===== config.mk =====
export PLATFORM = sky130hd
export DESIGN_NAME = fp_normalize_round
export DESIGN_NICKNAME = d
export VERILOG_FILES = /design/src/rtl/fp_normalize_round.sv
export SDC_FILE = /design/constraint.sdc
export NUM_CORES = 1
export LEC_CHECK = 0
export ABC_AREA = 1
export BUFFER_PORTS_ARGS = -buffer_cell sky130_fd_sc_hd__buf_2
export CORE_UTILIZATION = 64
export CTS_BUF_LIST = sky130_fd_sc_hd__clkbuf_2 sky130_fd_sc_hd__clkbuf_4 sky130_fd_sc_hd__clkbuf_8
export CTS_CLUSTER_DIAMETER = 30
export CTS_CLUSTER_SIZE = 40
export DETAILED_ROUTE_END_ITERATION = 16
export PLACE_DENSITY = 0.88
export SETUP_SLACK_MARGIN = 0.5
export SLEW_MARGIN = 30
export SYNTH_ARGS = -nofsm -noshare
export SYNTH_HDL_FRONTEND = slang
export SYNTH_SLANG_ARGS = --single-unit

===== constraint.sdc =====
create_clock -name clk -period 8.35 [get_ports clk]
set_input_delay 1.67 -clock clk [delete_from_list [all_inputs] [get_ports clk]]
set_output_delay 1.67 -clock clk [all_outputs]
set_load 0.005 [all_outputs]

===== src/rtl/fp_normalize_round.sv =====
// rtl/fp_normalize_round.sv - multi-cycle normalize, round-to-nearest-even and pack to IEEE-754 single
// Shifts one bit per cycle until the leading one sits at bit 46, then rounds and classifies in one edge.
module fp_normalize_round (
  input  logic        clk,
  input  logic        rst,
  input  logic        start,
  input  logic        sign_in,
  input  logic [9:0]  exp_in,
  input  logic [48:0] mant_in,
  input  logic [5:0]  msb_loc,
  output logic [31:0] result,
  output logic        busy,
  output logic        done,
  output logic        overflow,
  output logic        underflow
);

  typedef enum logic [1:0] {IDLE, SHIFT, ROUND} state_t;

  state_t             state_q, state_d;
  logic               sign_q, sign_d;
  logic signed [11:0] exp_q, exp_d;
  logic [48:0]        mant_q, mant_d;
  logic [5:0]         k_q, k_d;
  logic               right_q, right_d;
  logic               sticky_q, sticky_d;
  logic               zero_q, zero_d;
  logic [31:0]        result_q, result_d;
  logic               done_q, done_d;
  logic               ovf_q, ovf_d;
  logic               unf_q, unf_d;

  logic               mant_zero;
  logic               shift_right;
  logic [5:0]         k_in;
  logic [22:0]        frac;
  logic               guard;
  logic               sticky_all;
  logic               round_up;
  logic [23:0]        frac_sum;
  logic signed [11:0] exp_r;

  assign mant_zero   = (mant_in == 49'd0);
  assign shift_right = (msb_loc > 6'd46);
  // A zero mantissa has no meaningful leading one, so it skips the shifter entirely.
  assign k_in = mant_zero   ? 6'd0 :
                shift_right ? (msb_loc - 6'd46) : (6'd46 - msb_loc);

  assign frac       = mant_q[45:23];
  assign guard      = mant_q[22];
  assign sticky_all = (|mant_q[21:0]) | sticky_q;
  assign round_up   = guard & (sticky_all | frac[0]);
  assign frac_sum   = {1'b0, frac} + {23'd0, round_up};
  assign exp_r      = exp_q + {11'd0, frac_sum[23]};

  always_ff @(posedge clk) begin
    if (rst) begin
      state_q  <= IDLE;
      sign_q   <= 1'b0;
      exp_q    <= '0;
      mant_q   <= '0;
      k_q      <= '0;
      right_q  <= 1'b0;
      sticky_q <= 1'b0;
      zero_q   <= 1'b0;
      result_q <= '0;
      done_q   <= 1'b0;
      ovf_q    <= 1'b0;
      unf_q    <= 1'b0;
    end else begin
      state_q  <= state_d;
      sign_q   <= sign_d;
      exp_q    <= exp_d;
      mant_q   <= mant_d;
      k_q      <= k_d;
      right_q  <= right_d;
      sticky_q <= sticky_d;
      zero_q   <= zero_d;
      result_q <= result_d;
      done_q   <= done_d;
      ovf_q    <= ovf_d;
      unf_q    <= unf_d;
    end
  end

  always_comb begin
    state_d = state_q;
    case (state_q)
      IDLE:    if (start) state_d = (k_in != 6'd0) ? SHIFT : ROUND;
      SHIFT:   if (k_q == 6'd1) state_d = ROUND;
      ROUND:   state_d = IDLE;
      default: state_d = IDLE;
    endcase
  end

  always_comb begin
    sign_d   = sign_q;
    exp_d    = exp_q;
    mant_d   = mant_q;
    k_d      = k_q;
    right_d  = right_q;
    sticky_d = sticky_q;
    zero_d   = zero_q;
    result_d = result_q;
    done_d   = 1'b0;
    ovf_d    = ovf_q;
    unf_d    = unf_q;
    case (state_q)
      IDLE: begin
        if (start) begin
          sign_d   = sign_in;
          exp_d    = {{2{exp_in[9]}}, exp_in};
          mant_d   = mant_in;
          k_d      = k_in;
          right_d  = shift_right;
          sticky_d = 1'b0;
          zero_d   = mant_zero;
        end
      end
      SHIFT: begin
        if (right_q) begin
          mant_d   = mant_q >> 1;
          exp_d    = exp_q + 12'sd1;
          sticky_d = sticky_q | mant_q[0];
        end else begin
          mant_d = mant_q << 1;
          exp_d  = exp_q - 12'sd1;
        end
        k_d = k_q - 6'd1;
      end
      ROUND: begin
        done_d = 1'b1;
        ovf_d  = 1'b0;
        unf_d  = 1'b0;
        if (zero_q) begin
          result_d = {sign_q, 31'd0};
        end else if (exp_r >= 12'sd255) begin
          result_d = {sign_q, 8'hFF, 23'd0};
          ovf_d    = 1'b1;
        end else if (exp_r <= 12'sd0) begin
          result_d = {sign_q, 31'd0};
          unf_d    = 1'b1;
        end else begin
          result_d = {sign_q, exp_r[7:0], frac_sum[22:0]};
        end
      end
      default: ;
    endcase
  end

  always_comb begin
    busy      = (state_q != IDLE);
    done      = done_q;
    result    = result_q;
    overflow  = ovf_q;
    underflow = unf_q;
  end

endmodule


==> reports/results.txt <==
Post-layout nets: 1275
CP Class: flop to flop
Post-route ant nets: 0
Yosys top cell area share: 0.303
Crit path capture type: flop
Resize count post-CTS: 0
WL/cell: 13.9 um
# rows: 38
Most frequent cells in the layout: nand2_1 (274), a21oi_1 (191), nor2_1 (111), dfxtp_1 (108), buf_2 (104)
Clock skew: 0.0104 ns
EDFF count, synth: 0
Syn Nets: 1212
Sequential power share: 0.418
Post-synth top area cell: dfxtp_1
Worst path slowest cell: dfxtp_1
DIE AREA: 0.0116 mm2
Tcrit/Tclk final: 0.451
LEAKAGE: 0.00333 uW
Vias in the first global route: 6765
Total vias in the final route: 7695
Worst slew pin tran: 0.890 ns
Pwr dens: 206 mW/mm2
Async SR Flop Fraction: 0
Buffers on Ports: 104
Ys Warns: 0
Final hold violations: 0
Horiz. Die Dim: 108 um
Ys flop type: dfxtp_1
Footprint of the multi-input gates: 0.00440 mm2
CTS tree: done
Syn Area/Cell: 6.36 um2
Post-CTS Hold Fix Bufs: 0
DR vias/cell: 5.78
CP Launch Type: flop
Clock power share: 0.208
Peak supply drop: 166 uV
Clock root cell: clkbuf_8
Largest net degree at the start of global routing: 106
Gpl congestion: 0.971
Critical Path Source: mant_q[25]$_SDFFE_PP0P_
Grt ovf: 0
# DRC: 0
Psw: 664 uW
Fillers: 947
Yosys cell types: 40
Clock Tree Buf Depth: 2
DRT Wirelength: 18500 um
Non-Filler Instances: 1332
Register area share after synthesis: 0.303
Crit-path max cell delay: 0.43 ns
#FFs+latches synth: 108
R2r setup slk: 4.58 ns
Worst-skew pair later-pin latency: 0.38 ns
HPWL after detailed placement: 13100 um
Switching share of total power: 0.411
Worst-path cell chain: nand2_1, nor2_1, nand2_1, nor2_1, nand3_1, nor3_1, nand2_1, nor4_1, ha_1, ha_1, or2_2, nor2_1, nand2_1, nor2_1, nand3_2, nand2_4, nand2_1, nand2_1, nand2_1, nor2_1, nor2_1
Tmin final: 3.77 ns
Worst flop-to-flop path startpoint: mant_q[25]$_SDFFE_PP0P_
Sinks on Clock Net: 108
First-pass GRT wire length: 30500 um
CP Max Fanout: 11
Worst rel slew slack: 0.406
Fin Setup TNS: 0 ns
Comb power frac: 0.374
Share of cells above drive strength 1: 0.149
Post-Syn Instances: 1124
Fmax: 266 MHz
Synthesized area: 0.00714 mm2
Commonest non-fill, non-tap cell in the layout: nand2_1
Initial drt markers: 625
FF-to-FF path depth: 21
Placed insts: 1316
Post-CTS Setup Bufs: 0
Antenna violations before repair: 0
Clk slew on worst S/H paths: 0.11 ns
Core ar.: 0.0108 mm2
Total of max-cap violations: 0
Hold WC Path Type: flop to flop
Die Ht: 108 um
Total CTS buffers: 9
CP endpoint: result[26]$_SDFFE_PP0P_
WP data required: 8.61 ns
Status: finished clean
Storage cell area: 0.00216 mm2
CP arrival: 4.03 ns
I/O pin cnt: 105
Worst r2r dst: result[26]$_SDFFE_PP0P_
CP dominant cell by count: nand2_1
Layout area overhead: 9.88%
Antenna Cells: 0
Synth top area cells: dfxtp_1 (30%), nand2_1 (14%), a21oi_1 (13%)
Initial core utilization: 0.659
RSZ-0062 raised after global routing: no
GRT Overall Usage: 0.328
Internal power: 952 uW
H-tree levels: 3
Max-slew violation count: 0
First-pass iteration count of the detailed router: 5
Setup Viol. Count Final: 0
Final Util: 0.724
==> cell usage after synthesis, types with 4 or more instances <==
master,n
nand2_1,274
a21oi_1,191
nor2_1,112
dfxtp_1,108
o21ai_0,91
inv_1,78
nand3_1,59
clkbuf_1,50
nand3_2,23
ha_1,18
nand4_1,16
xor2_1,12
a31oi_1,11
nor3_1,11
xnor2_1,9
inv_2,7
o211ai_1,6
or2_2,5
buf_6,4
nor2_4,4
==> layer usage <==
metal | vias to the layer above | global-route usage | part of all wire
met5 | - | 0 | 0
met4 | 0 | 0.106 | 0.021
met3 | 36 | 0.0418 | 0.080
met2 | 323 | 0.537 | 0.45
met1 | 3457 | 0.444 | 0.45
li1 | 3879 | - | -
==> registers in the layout (all words and copies together) (netlist names) <==
name       count
underflow      1
overflow       1
zero_q         1
sticky_q       1
k_q            6
mant_q        49
state_q        2
sign_q         1
done           1
result        32
exp_q         12
right_q        1
==> per-stage QoR <==
stage          power [uW]  hold slack (ns)  cell area [um2]  setup slack (ns)
6_report             1620            0.466             7850              4.58
5_1_grt              1720            0.487             7850              4.06
4_1_cts              1610            0.468             7850              4.58
3_5_place_dp         1280            0.452             7640              4.60
3_3_place_gp         1260            0.449             7640              4.75
2_1_floorplan        1150            0.440             7140              5.21
==> cells by family (layout without fill, tap and decap cells) <==
| logic type | after synthesis | after routing | synth area share |
|---|---|---|---|
| AND/OR/NAND/NOR | 518 | 518 | 0.327 |
| AO/OA/AOI/OAI | 313 | 313 | 0.229 |
| buffers and inverters | 145 | 213 | 0.0813 |
| flip-flops | 108 | 108 | 0.303 |
| XOR/XNOR | 21 | 21 | 0.0257 |
| adder cells (fa/ha/maj) | 19 | 19 | 0.0343 |
==> cell type report <==
| cell class | count | share of cell area |
|---|---|---|
| Clock buffer | 11 | 0.0193 |
| Clock inverter | 5 | 0.00765 |
| Inverter | 86 | 0.0413 |
| Multi-Input combinational cell | 871 | 0.561 |
| Sequential cell | 108 | 0.275 |
| Tap cell | 140 | 0.0223 |
| Timing Repair Buffer | 111 | 0.0730 |
==> power by group through the flow <==
stage	Clock (uW)	Combinational, uW	Sequential, uW
2_1_floorplan	0	489	656
3_3_place_gp	0	579	682
3_5_place_dp	0	592	683
4_1_cts	340	596	672
5_1_grt	356	682	685
6_report	337	604	675
==> worst max-delay path: cells and delay by family, from the launching register on <==
family                     cells  cell delay (ns)
adders and majority gates      2             0.60
DFF                            1             0.43
and+or+nand+nor               19             2.62
==> worst min-delay path by stage <==
| stage | from | end | depth (start not counted) |
|---|---|---|---|
| after floorplan | sign_q$_SDFFE_PP0P_ | sign_q$_SDFFE_PP0P_ | 2 |
| after global placement | result[7]$_SDFFE_PP0P_ | result[7]$_SDFFE_PP0P_ | 2 |
| after detailed placement | underflow$_SDFFE_PP0P_ | underflow$_SDFFE_PP0P_ | 2 |
| after CTS | underflow$_SDFFE_PP0P_ | underflow$_SDFFE_PP0P_ | 2 |
| after global routing | result[21]$_SDFFE_PP0P_ | result[21]$_SDFFE_PP0P_ | 2 |
| final | result[7]$_SDFFE_PP0P_ | result[7]$_SDFFE_PP0P_ | 2 |
Power figures use the tool's default switching activity.
